===== config.mk =====
export PLATFORM = sky130hd
export DESIGN_NAME = dbg_trace_fifo_flat
export DESIGN_NICKNAME = d
export VERILOG_FILES = /design/src/rtl/dbg_pkg.sv /design/src/rtl/dbg_trace_fifo_if.sv /design/src/rtl/trace_ram2w.sv /design/src/rtl/dbg_trace_fifo.sv /design/src/flat_wrapper.sv
export SDC_FILE = /design/constraint.sdc
export NUM_CORES = 1
export LEC_CHECK = 0
export ABC_AREA = 1
export CAP_MARGIN = 15
export CORE_UTILIZATION = 31
export DETAILED_ROUTE_END_ITERATION = 6
export GPL_ROUTABILITY_DRIVEN = 1
export MAX_ROUTING_LAYER = met4
export PLACE_DENSITY = 0.51
export REMOVE_ABC_BUFFERS = 1
export SKIP_LAST_GASP = 1
export SLEW_MARGIN = 15
export SYNTH_ARGS = -nofsm -noshare
export SYNTH_HDL_FRONTEND = slang
export SYNTH_SLANG_ARGS = --single-unit

===== constraint.sdc =====
create_clock -name clk -period 8.2 [get_ports clk]
set_input_delay 0.82 -clock clk [delete_from_list [all_inputs] [get_ports clk]]
set_output_delay 0.82 -clock clk [all_outputs]
set_load 0.02 [all_outputs]

===== src/rtl/dbg_pkg.sv =====
// Shared definitions for the debug trace buffer: record kinds, FSM encodings
// and the bit layout of a trace record {kind, pc, addr, data}.
package dbg_pkg;

  localparam logic [1:0] KIND_REG = 2'b01;
  localparam logic [1:0] KIND_RAM = 2'b10;

  typedef enum logic [1:0] {
    ST_IDLE    = 2'd0,
    ST_ARMED   = 2'd1,
    ST_CAPTURE = 2'd2,
    ST_DONE    = 2'd3
  } state_t;

  localparam int REC_DATA_LSB = 0;
  localparam int REC_DATA_W   = 16;
  localparam int REC_ADDR_LSB = 16;
  localparam int REC_ADDR_W   = 8;
  localparam int REC_PC_LSB   = 24;

  function automatic int rec_kind_lsb(input int pc_w);
    return REC_PC_LSB + pc_w;
  endfunction

  function automatic int rec_width(input int pc_w);
    return rec_kind_lsb(pc_w) + 2;
  endfunction

endpackage


===== src/rtl/dbg_trace_fifo_if.sv =====
// Read-side handshake of the trace buffer: the buffer is master, the
// draining host is slave.
interface dbg_trace_fifo_if #(
  parameter int REC_W = 34
);
  logic             out_valid;
  logic             out_ready;
  logic [REC_W-1:0] out_data;

  modport master (output out_valid, output out_data, input out_ready);
  modport slave  (input out_valid, input out_data, output out_ready);
endinterface


===== src/rtl/trace_ram2w.sv =====
// Trace storage: register array with two write ports on consecutive
// addresses (waddr, waddr+1) and one asynchronous read port.
module trace_ram2w #(
  parameter int DEPTH = 16,
  parameter int REC_W = 34,
  localparam int AW   = $clog2(DEPTH)
) (
  input  logic             clk,
  input  logic             we0,
  input  logic             we1,
  input  logic [AW-1:0]    waddr,
  input  logic [REC_W-1:0] wdata0,
  input  logic [REC_W-1:0] wdata1,
  input  logic [AW-1:0]    raddr,
  output logic [REC_W-1:0] rdata
);

  logic [REC_W-1:0] mem [DEPTH];
  logic [AW-1:0]    waddr1;

  assign waddr1 = waddr + AW'(1);

  // The two ports never target the same entry, so the priority is moot.
  for (genvar gi = 0; gi < DEPTH; gi++) begin : g_entry
    always_ff @(posedge clk) begin
      if (we0 && (waddr == AW'(gi))) begin
        mem[gi] <= wdata0;
      end else if (we1 && (waddr1 == AW'(gi))) begin
        mem[gi] <= wdata1;
      end
    end
  end

  assign rdata = mem[raddr];

endmodule


===== src/rtl/dbg_trace_fifo.sv =====
// Debug trace buffer: captures regfile and RAM write events tagged with the
// PC, under an arm/trigger/stop FSM, and drains them through valid/ready.
module dbg_trace_fifo
  import dbg_pkg::*;
#(
  parameter int DEPTH = 16,
  parameter int PC_W  = 8,
  parameter int REC_W = 2 + PC_W + 8 + 16,
  localparam int AW   = $clog2(DEPTH),
  localparam int LW   = AW + 1
) (
  input  logic                clk,
  input  logic                rst,
  input  logic                cfg_arm,
  input  logic                cfg_trig_en,
  input  logic [PC_W-1:0]     cfg_trig_pc,
  input  logic [7:0]          cfg_stop_len,
  input  logic [PC_W-1:0]     trc_pc,
  input  logic                trc_wr_rd,
  input  logic [3:0]          trc_addr_rd,
  input  logic [15:0]         trc_wdata_rd,
  input  logic                trc_ram_wr,
  input  logic [7:0]          trc_ram_waddr,
  input  logic [15:0]         trc_ram_wdata,
  dbg_trace_fifo_if.master    out_if,
  output logic [LW-1:0]       level,
  output logic [1:0]          state,
  output logic                overflow,
  output logic [7:0]          drop_cnt
);

  state_t          state_reg, state_next;
  logic            trig_en_reg;
  logic [PC_W-1:0] trig_pc_reg;
  logic [7:0]      stop_len_reg;
  logic [7:0]      cap_cnt_reg, cap_cnt_next;
  logic [AW-1:0]   wr_ptr_reg, rd_ptr_reg;
  logic [LW-1:0]   level_reg, level_next;
  logic            overflow_reg;
  logic [7:0]      drop_cnt_reg, drop_cnt_next;

  logic             pop, trig_hit, capture_en, want_reg, want_ram;
  logic             acc_reg, acc_ram, ovf_reg, ovf_ram, stop_hit;
  logic [LW-1:0]    free_slots;
  logic [7:0]       budget_left;
  logic [1:0]       space_avail, budget_avail, slots, ram_pos, n_push, n_ovf;
  logic [8:0]       cap_sum, drop_sum;
  logic [REC_W-1:0] rec_reg, rec_ram, rd_rec;

  assign out_if.out_valid = (level_reg != '0);
  assign out_if.out_data  = out_if.out_valid ? rd_rec : '0;
  assign pop              = out_if.out_valid & out_if.out_ready;

  // An arm pulse restarts the session, so that cycle captures nothing.
  assign trig_hit   = (state_reg == ST_ARMED) && (trc_pc == trig_pc_reg);
  assign capture_en = !cfg_arm && ((state_reg == ST_CAPTURE) || trig_hit);
  assign want_reg   = capture_en && trc_wr_rd;
  assign want_ram   = capture_en && trc_ram_wr;

  assign free_slots   = LW'(DEPTH) - level_reg + LW'(pop);
  assign space_avail  = (free_slots >= LW'(2)) ? 2'd2 : free_slots[1:0];
  assign budget_left  = stop_len_reg - cap_cnt_reg;
  assign budget_avail = ((stop_len_reg == 8'd0) || (budget_left >= 8'd2)) ? 2'd2 : budget_left[1:0];
  assign slots        = (space_avail < budget_avail) ? space_avail : budget_avail;

  // The RAM record sits behind the regfile record when both fire.
  assign ram_pos = want_reg ? 2'd2 : 2'd1;
  assign acc_reg = want_reg && (slots >= 2'd1);
  assign acc_ram = want_ram && (slots >= ram_pos);
  // Only a rejection that the stop budget would have allowed counts as overflow.
  assign ovf_reg = want_reg && (space_avail == 2'd0) && (budget_avail != 2'd0);
  assign ovf_ram = want_ram && (space_avail < ram_pos) && (budget_avail >= ram_pos);
  assign n_push  = {1'b0, acc_reg} + {1'b0, acc_ram};
  assign n_ovf   = {1'b0, ovf_reg} + {1'b0, ovf_ram};

  assign cap_sum  = {1'b0, cap_cnt_reg} + {7'd0, n_push};
  assign stop_hit = (stop_len_reg != 8'd0) && (cap_sum >= {1'b0, stop_len_reg});
  assign drop_sum = {1'b0, drop_cnt_reg} + {7'd0, n_ovf};

  assign rec_reg = {KIND_REG, trc_pc, 4'b0000, trc_addr_rd, trc_wdata_rd};
  assign rec_ram = {KIND_RAM, trc_pc, trc_ram_waddr, trc_ram_wdata};

  trace_ram2w #(
    .DEPTH (DEPTH),
    .REC_W (REC_W)
  ) u_ram (
    .clk    (clk),
    .we0    (acc_reg | acc_ram),
    .we1    (acc_reg & acc_ram),
    .waddr  (wr_ptr_reg),
    .wdata0 (acc_reg ? rec_reg : rec_ram),
    .wdata1 (rec_ram),
    .raddr  (rd_ptr_reg),
    .rdata  (rd_rec)
  );

  always_comb begin
    state_next = state_reg;
    if (cfg_arm) begin
      state_next = cfg_trig_en ? ST_ARMED : ST_CAPTURE;
    end else begin
      case (state_reg)
        ST_ARMED:   if (trig_hit) state_next = stop_hit ? ST_DONE : ST_CAPTURE;
        ST_CAPTURE: if (stop_hit) state_next = ST_DONE;
        default:    state_next = state_reg;
      endcase
    end
  end

  always_comb begin
    level_next    = level_reg + LW'(n_push) - LW'(pop);
    cap_cnt_next  = cap_sum[8] ? 8'hFF : cap_sum[7:0];
    drop_cnt_next = drop_sum[8] ? 8'hFF : drop_sum[7:0];
  end

  always_ff @(posedge clk) begin
    if (rst) begin
      state_reg <= ST_IDLE;
    end else begin
      state_reg <= state_next;
    end
  end

  always_ff @(posedge clk) begin
    if (rst) begin
      trig_en_reg  <= 1'b0;
      trig_pc_reg  <= '0;
      stop_len_reg <= 8'd0;
      cap_cnt_reg  <= 8'd0;
      wr_ptr_reg   <= '0;
      rd_ptr_reg   <= '0;
      level_reg    <= '0;
      overflow_reg <= 1'b0;
      drop_cnt_reg <= 8'd0;
    end else begin
      wr_ptr_reg <= wr_ptr_reg + AW'(n_push);
      rd_ptr_reg <= rd_ptr_reg + AW'(pop);
      level_reg  <= level_next;
      if (cfg_arm) begin
        trig_en_reg  <= cfg_trig_en;
        trig_pc_reg  <= cfg_trig_pc;
        stop_len_reg <= cfg_stop_len;
        cap_cnt_reg  <= 8'd0;
        overflow_reg <= 1'b0;
        drop_cnt_reg <= 8'd0;
      end else begin
        cap_cnt_reg  <= cap_cnt_next;
        drop_cnt_reg <= drop_cnt_next;
        if (n_ovf != 2'd0) overflow_reg <= 1'b1;
      end
    end
  end

  assign level    = level_reg;
  assign state    = state_reg;
  assign overflow = overflow_reg;
  assign drop_cnt = drop_cnt_reg;

endmodule


===== src/flat_wrapper.sv =====
// flat-port wrapper written by rule: the top's interface ports become plain ports
module dbg_trace_fifo_flat import dbg_pkg::*;
#(
  parameter int DEPTH = 16,
  parameter int PC_W  = 8,
  parameter int REC_W = 2 + PC_W + 8 + 16,
  localparam int AW   = $clog2(DEPTH),
  localparam int LW   = AW + 1
)
  (clk, rst, cfg_arm, cfg_trig_en, cfg_trig_pc, cfg_stop_len, trc_pc, trc_wr_rd, trc_addr_rd, trc_wdata_rd, trc_ram_wr, trc_ram_waddr, trc_ram_wdata, level, state, overflow, drop_cnt, out_if_out_valid, out_if_out_data, out_if_out_ready);
  dbg_trace_fifo_if #(.REC_W(REC_W)) out_if_i ();
  input  logic clk;
  input  logic rst;
  input  logic cfg_arm;
  input  logic cfg_trig_en;
  input  logic [PC_W-1:0] cfg_trig_pc;
  input  logic [7:0] cfg_stop_len;
  input  logic [PC_W-1:0] trc_pc;
  input  logic trc_wr_rd;
  input  logic [3:0] trc_addr_rd;
  input  logic [15:0] trc_wdata_rd;
  input  logic trc_ram_wr;
  input  logic [7:0] trc_ram_waddr;
  input  logic [15:0] trc_ram_wdata;
  output logic [LW-1:0] level;
  output logic [1:0] state;
  output logic overflow;
  output logic [7:0] drop_cnt;
  output wire logic [$bits(out_if_i.out_valid)-1:0] out_if_out_valid;
  output wire logic [$bits(out_if_i.out_data)-1:0] out_if_out_data;
  input wire logic [$bits(out_if_i.out_ready)-1:0] out_if_out_ready;
  assign out_if_out_valid = out_if_i.out_valid;
  assign out_if_out_data = out_if_i.out_data;
  assign out_if_i.out_ready = out_if_out_ready;
  dbg_trace_fifo #(.DEPTH(DEPTH), .PC_W(PC_W), .REC_W(REC_W)) u_core (.clk(clk), .rst(rst), .cfg_arm(cfg_arm), .cfg_trig_en(cfg_trig_en), .cfg_trig_pc(cfg_trig_pc), .cfg_stop_len(cfg_stop_len), .trc_pc(trc_pc), .trc_wr_rd(trc_wr_rd), .trc_addr_rd(trc_addr_rd), .trc_wdata_rd(trc_wdata_rd), .trc_ram_wr(trc_ram_wr), .trc_ram_waddr(trc_ram_waddr), .trc_ram_wdata(trc_ram_wdata), .out_if(out_if_i), .level(level), .state(state), .overflow(overflow), .drop_cnt(drop_cnt));
endmodule

Yosys cells after proc, flatten, opt, wreduce, memory -nomap -nowiden:

Memory sizes are Yosys's and may differ from the RTL's. A register that Yosys moved wholly into a read port is not among the register bits.
Index checks and enable logic that the tools add are counted.
W data, S select, Z words.

* memories kept: 1
* bits in latches: 0
* memory bits (writable): 544
* register bits: 48
* output and inout port bits: 51
* bits in read-only memories: 0
* word-level logic and storage cells: 308

Memories
* u_core.u_ram.mem: depth 16, bits a word 34, read ports 1, clocked after memory_dff 1, wr ports 2, RTL line trace_ram2w.sv:18 `logic [REC_W-1:0] mem [DEPTH];`

* multiplexer cells: 153
* $lt $le $gt $ge: 8
* div/mod/pow operators: 0
* multipliers: 0
* reductions and logical operators: 71
* bitwise gates (word level): 19
* equality and inequality tests: 35
* $add $sub $neg: 12
* shift operators: 0

Operator list (count)
* $mux W34: 32
* $reduce_or A34 Y1: 14
* $mux W1: 95
* $eq A4 B4 Y1 const B: 16
* $mux W4: 15
* $logic_and A1 B1 Y1: 43
* $eq A4 B3 Y1 const B: 8
* $add A8 B2 Y9: 2
* $or A1 B1 Y1: 17
* $eq A4 B2 Y1 const B: 4
* $mux W2: 8
* $mux W8: 2
* $ge A9 B8 Y1: 1
* $eq A4 B1 Y1 const B: 2
* $eq A8 B8 Y1: 1
* $ge A8 B2 Y1 const B: 1
* $logic_not A4 Y1: 2
* $logic_not A8 Y1: 1
* $reduce_bool A8 Y1: 1
* $sub A8 B8 Y8: 1
* $ne A3 B2 Y1 const B: 2
* $add A5 B1 Y5: 1
* $add A5 B2 Y5: 1
* $ge A5 B2 Y1 const B: 1
* 21 further kinds: 27

Longest topological paths before layout:

Gate-level depths: netlist of the first run.

* depth in word-level cells: 23
* depth in mapped cells: 43

Hierarchy:

A second synthesis of the first run with hierarchy kept.

* cells, all modules: 4222
* area total of the unflattened synthesis: 33188.1 um^2

Modules (own cells, without submodules)
* trace_ram2w: area each 29241.8 um^2, instances 1, sequential area each 16335.7 um^2, cells each 3597
* dbg_trace_fifo: area each 3946.3 um^2, instances 1, sequential area each 960.9 um^2, cells each 625

Worst setup path before layout of the first run:

No wires, ideal clock.

* path type: register to register
* from: register u_core.level_reg[2] (netlist: u_core.level[2])
* to: memory u_core.u_ram.mem[0][0] (enable)
* setup slack: 1.757 ns
* cell stages (with the launch flop): 22
* period minus slack after synthesis: 6.443 ns
* arrival time: 5.970 ns
* data required time: 7.728 ns
* cells stage by stage: dfxtp_1 -> inv_1 -> ha_1 -> nand4_1 -> nand2_1 -> ha_1 -> inv_1 -> ha_1 -> or2_0 -> nor2_1 -> inv_1 -> ha_1 -> nand2_1 -> nand2_1 -> nand2_2 -> ha_1 -> o21ai_0 -> a21oi_1 -> inv_1 -> ha_1 -> clkbuf_1 -> o21ai_0

RTL lines
* start, declared: RTL line dbg_trace_fifo.sv:38 `logic [LW-1:0] level_reg, level_next;`
* start signal, assigned: RTL line dbg_trace_fifo.sv:138 `level_reg <= level_next;`
* end, declared: RTL line trace_ram2w.sv:18

==> reports/results.ini, run 1 <==
[run_status]
outcome = finished with violations
violations = design-rule violations

[clock_network]
root_buffer = clkbuf_16
clkTransAtPathRegs_ns = 0.06
worstSkewPairLatency_ns = 0.64
cts_hold_buf = 0
clock_sinks = 592
cts_max_level = 3
numCtsBuffers = 70
postCtsSetupRepairBufs = 0
cts.path.max_buffers = 3
tritoncts = done
cts_resized = 0

[sta]
max_freq_mhz = 159.2
rsz0062_at_grt = no
worst_slew_pin_slew_ns = 1.106
fin_crit_ns = 6.280
period_share_pct = 76.58
clock_skew_ns = 0.02768
finalSetupViolations = 0
relSlewSlack_pct = 26.02
final.setup.tns_ns = 0
setup_ws_ns = 1.920
finalHoldViolations = 0
slew_violations = 0

[place]
hpwlAfterDp_mm = 62.63
gp_congestion = 0.7960
dpl.cell_count = 4984
numPortBuffers = 125
dpl_cell_area_sq_um = 34410
pre_cts_slack_ns = 1.685

[yosys]
ys_seq_area_share_pct = 53.54
synth.area.top_cells = edfxtp_1 50%, nand2_1 9.6%, inv_1 6.5%
netlist_top_cells_count = 825 x nand2_1, 561 x inv_1, 542 x edfxtp_1, 389 x nor2_1, 331 x o21ai_0
syn_area_sq_um = 32270
ys_ff_latch = 592
async_flop_share_pct = 0
yosysTopAreaCell = edfxtp_1
synth_cells = 3753
syn_avg_cell_area_sq_um = 8.599
ys.warnings.count = 0
synth_top_area_share_pct = 50.43
synth_edf_count = 542
ys.flop_type = edfxtp_1
ys_types = 40
synth_most_common_cell = nand2_1

[floorplan]
die_x_um = 324.6
start_util_pct = 31.49
pin_count = 126
core_sq_um = 102500
die_area_sq_um = 105400
row_count = 117
die_h_um = 324.6

[finish]
top_register = u_core.u_ram.mem
largest_register_ffs = 544
fin_util_pct = 35.68
layout-drive-gt1-share_pct = 5.376
area_growth_pct = 13.30
final_nets = 3811
instances_no_fill = 5108
n_fill_cell = 10542
final_area_sq_um = 36560

[power_and_ir_drop]
leakage_nw = 15.28
power_density_nw_per_um2 = 261.5
clockPowerShare_pct = 31.3
switching_share_pct = 38.19
pwr-share-comb_pct = 32.7
p_switching_mw = 3.651
p_int_mw = 5.909
vdd_ir_drop_max_uv = 279.8
seq_power_share_pct = 36.0

[critical_path]
crit_path_start_kind = flop
critical_path_class = reg2reg
worst_setup_path_end_kind = flop
worst_ep_required_time_ns = 8.59
arrival_ns = 6.67
crit_path_max_fanout = 99

[drt]
wirelength_mm = 114.6
ant_nets = 0
vias = 26718
avgRoutedWirePerCell_um = 22.44
drt_iter0_markers = 2780
first_pass_iters = 7
vias_per_cell = 5.231
drc = 3

[global_route]
grtUsageTotal_pct = 21.86
grt_max_degree = 187
grt-ovfl-total = 0
antenna_found_initial = 1
grt_first_pass_wirelength_mm = 169.6
grt_pass1_vias = 25429

[flow_run]
maxCapViolCount = 0

[min_path]
hold_class = reg2reg

power by group through the flow:
stage | sequential (mW) | clock [mW] | combinational (mW)
after floorplan | 3.58 | 0 | 1.79
after detailed placement | 3.50 | 0 | 3.12
after global routing | 3.44 | 3.15 | 3.41
after global placement | 3.50 | 0 | 3.10
after CTS | 3.44 | 3.03 | 3.12
final | 3.44 | 2.99 | 3.13
path summary, 6_finish.rpt:
kind              slack [ns]  cells past startpoint                       end               startpoint
setup / recovery        1.92                     22  u_core.u_ram.mem[11][20]          u_core.level[2]
hold / removal          0.46                      2   u_core.u_ram.mem[8][32]  u_core.u_ram.mem[8][32]
setup reg to reg        1.92                     22  u_core.u_ram.mem[11][20]          u_core.level[2]
hold reg to reg         0.46                      2   u_core.u_ram.mem[8][32]  u_core.u_ram.mem[8][32]
metal layers:
layer  GRT usage, %  wire length (um)  part of all wire, %
met1          29.25             50440                   44
met2          33.81             52360                   46
met3          2.840              7838                  6.8
met4          7.998              3974                  3.5
met5              -                 0                    0
per-stage QoR:
stage               hold slack, ns  total power, mW
detailed placement          0.4509            6.620
global placement            0.4463            6.603
floorplan                   0.4278            5.375
global route                0.4954            9.997
finish                      0.4598            9.560
CTS                         0.4619            9.597
cell type report:
class | count | area [sq um] | area share, %
sequential | 592 | 17290 | 47.28
multi-input combinational | 2281 | 11610 | 31.75
inverter | 565 | 2132 | 5.831
clock buffer | 87 | 1878 | 5.137
tap | 1368 | 1712 | 4.681
timing repair buffer | 178 | 1674 | 4.579
clock inverter | 36 | 267.8 | 0.7323
antenna | 1 | 2.502 | 0.006844
cells by family after synthesis:
| family | share of synthesized area (%) |
|---|---|
| flip-flops | 53.54 |
| buffers and inverters | 11.09 |
| XOR/XNOR | 0.4342 |
| AO/OA/AOI/OAI | 9.976 |
| AND/OR/NAND/NOR | 22.99 |
| adder cells (fa/ha/maj) | 1.977 |
critical path, cell delays in order, from the launching register on:
cell and delay [ns]:
dfxtp_1 0.43, inv_1 0.11, ha_1 0.22, nand4_1 0.20, nand2_1 0.15, ha_1 0.22, inv_1 0.07, ha_1 0.18
nand2_1 0.07, xor2_1 0.13, nand3_1 0.09, nor2_1 0.18, inv_1 0.11, ha_1 0.28, nand2_1 0.05, nand2_1 0.07
nand2_2 0.10, nand2_8 0.50, buf_4 0.86, buf_4 0.89, nand3_4 0.77, nand2_1 0.21, inv_1 0.06
cells in the final DEF, fill, tap and decap left out, types with 3 or more instances in the layout:
master / synthesis / layout
o221ai_1: 104 / 104
clkinv_1: 3 / 10
o21ai_4: 0 / 14
o22ai_1: 33 / 33
fa_1: 5 / 5
nand2_1: 825 / 824
dfxtp_1: 50 / 47
clkinv_2: 0 / 18
nand3_4: 15 / 15
a211oi_1: 3 / 3
a21oi_1: 74 / 74
nand4_1: 306 / 306
clkbuf_16: 0 / 72
buf_4: 2 / 51
nand3b_1: 4 / 4
clkdlybuf4s50_1: 0 / 125
edfxtp_1: 542 / 542
nand3_1: 115 / 115
ha_1: 43 / 43
dfxtp_4: 0 / 3
inv_2: 1 / 3
nor2_1: 389 / 388
xnor2_1: 5 / 5
inv_1: 561 / 559
nand2_2: 2 / 3
nor3_1: 3 / 3
o21ai_0: 331 / 317
xor2_1: 11 / 11
clkbuf_1: 202 / 13
No activity file was read; power rests on OpenSTA's default activity.
==> run 2, diff against run 1 <==
==> constraint.sdc (replaced) <==
create_clock -name clk -period 6.4 [get_ports clk]
set_input_delay 0.64 -clock clk [delete_from_list [all_inputs] [get_ports clk]]
set_output_delay 0.64 -clock clk [all_outputs]
set_load 0.02 [all_outputs]
==> run 2 against run 1 <==
The flow now finishes without violations. Non-clock buffer count up 31. Wire length down 0.68%. Highest routed layer unchanged. Final area up 0.89%.
==> reports/results.ini, run 2 (synthesized netlist as in run 1, its figures left out) <==
[place]
hpwlAfterDp_mm = 64.51
gp_congestion = 0.8097
dpl_cell_area_sq_um = 34720
dpl.cell_count = 5015
numPortBuffers = 125

[floorplan]
row_count = 117
die_h_um = 324.6
pin_count = 126
core_sq_um = 102500
start_util_pct = 31.49
die_x_um = 324.6
die_area_sq_um = 105400

[power_and_ir_drop]
pwr-share-comb_pct = 33.0
switching_share_pct = 38.13
p_int_mw = 7.665
leakage_nw = 15.47
power_density_nw_per_um2 = 335.8
clockPowerShare_pct = 31.6
seq_power_share_pct = 35.4
vdd_ir_drop_max_uv = 585.7
p_switching_mw = 4.724

[finish]
top_register = u_core.u_ram.mem
instances_no_fill = 5141
n_fill_cell = 10465
final_cell_mix = 824 x nand2_1, 559 x inv_1, 542 x edfxtp_1
area_growth_pct = 14.31
final_common_cell = nand2_1
largest_register_ffs = 544
final_nets = 3842
diodes = 0
final_area_sq_um = 36890
layout-drive-gt1-share_pct = 6.149

[critical_path]
slowest_delay_ns = 0.44
critPathSlowestCell = fa_1
worst_ep_required_time_ns = 6.93
critical_path_class = reg2reg
arrival_ns = 6.29
reg2reg_slack_ns = 0.64
crit_path_start_kind = flop
crit_path_max_fanout = 4
worst_setup_path_end_kind = flop
path_common_cell = nand2_1

[drt]
ant_nets = 0
vias_per_cell = 5.211
drc = 0
avgRoutedWirePerCell_um = 22.14
wirelength_mm = 113.8
vias = 26789
drt_iter0_markers = 2723
first_pass_iters = 5

[sta]
rsz0062_at_grt = no
max_freq_mhz = 173.5
worst_slew_pin_slew_ns = 1.192
final.setup.tns_ns = 0
finalHoldViolations = 0
fin_crit_ns = 5.764
clock_skew_ns = 0.03225
hold_slack_ns = 0.4687
period_share_pct = 90.07
relSlewSlack_pct = 20.23
slew_violations = 0
finalSetupViolations = 0

[flow_run]
maxCapViolCount = 0

[clock_network]
clock_sinks = 592
clkTransAtPathRegs_ns = 0.06
tritoncts = done
worstSkewPairLatency_ns = 0.64
cts.path.max_buffers = 3
cts_max_level = 3
numCtsBuffers = 70
root_buffer = clkbuf_16
postCtsSetupRepairBufs = 0

[min_path]
hold_class = reg2reg

[global_route]
grt-ovfl-total = 0
grt_pass1_vias = 25366
grt_max_degree = 196
grtUsageTotal_pct = 21.75
antenna_found_initial = 0
grt_first_pass_wirelength_mm = 169.4

[run_status]
outcome = finished clean

## run 2: changes by cell type in the layout (fill, tap and decap cells not counted), moves of 3 or more
cell       before  now
clkinv_1       10   15
buf_4          51   76
buf_12          2    8
inv_6           2    6
bufinv_16       1    4
## run 2: power by group through the flow
stage / Combinational, mW / Sequential, mW / Clock, mW
global placement: 4.05 / 4.47 / 0
detailed placement: 4.07 / 4.47 / 0
floorplan: 2.30 / 4.59 / 0
finish: 4.08 / 4.39 / 3.92
CTS: 4.08 / 4.39 / 3.97
global route: 4.44 / 4.40 / 4.11
## run 2: final timing paths
| kind | startpoint | endpoint | depth (start not counted) |
|---|---|---|---|
| worst max register to register | u_core.level[3] | u_core.state[0] | 38 |
| worst min-delay path | u_core.u_ram.mem[8][32] | u_core.u_ram.mem[8][32] | 2 |
| worst max-delay path | u_core.level[3] | u_core.state[0] | 38 |
| worst min register to register | u_core.u_ram.mem[8][32] | u_core.u_ram.mem[8][32] | 2 |
## run 2: worst max-delay path, delay by kind of cell (launching register included)
kind / cells / cell delay, ns
AOI/OAI and AO/OA: 2 / 0.29
xor gates and xnor gates: 2 / 0.34
adders and majority gates: 9 / 2.42
buffers and inverters: 4 / 0.35
DFF: 1 / 0.40
and+or+nand+nor: 21 / 1.88
## run 2: stage by stage
step,power [mW],utilization [%],setup WS (ns)
finish,12.39,36.00,0.6357
global route,12.95,36.00,0.01103
CTS,12.44,35.99,0.5228
detailed placement,8.537,33.88,0.3353
global placement,8.524,33.88,0.3303
floorplan,6.887,-,-8.242
## run 2: what timing repair did
item	in CTS	in global routing
endpoints found under the setup margin	0	2
resized for setup	0	2
hold buffers	0	0
## run 2: layer usage
metal  vias up  routed length, um  track usage [%]
met4         0               3287            6.706
met1     13037              50490            29.45
li1      12576                  -                -
met2      1001              52190            33.74
met5         -                  0                -
met3       175               7855            2.888
## run 2: cell type report
class,count,area (sq um),share of cell area [%]
sequential,592,17290,46.87
multi-input combinational,2281,11610,31.48
inverter,565,2132,5.780
timing repair buffer,209,1982,5.373
clock buffer,83,1800,4.881
tap,1368,1712,4.640
clock inverter,43,361.6,0.9803
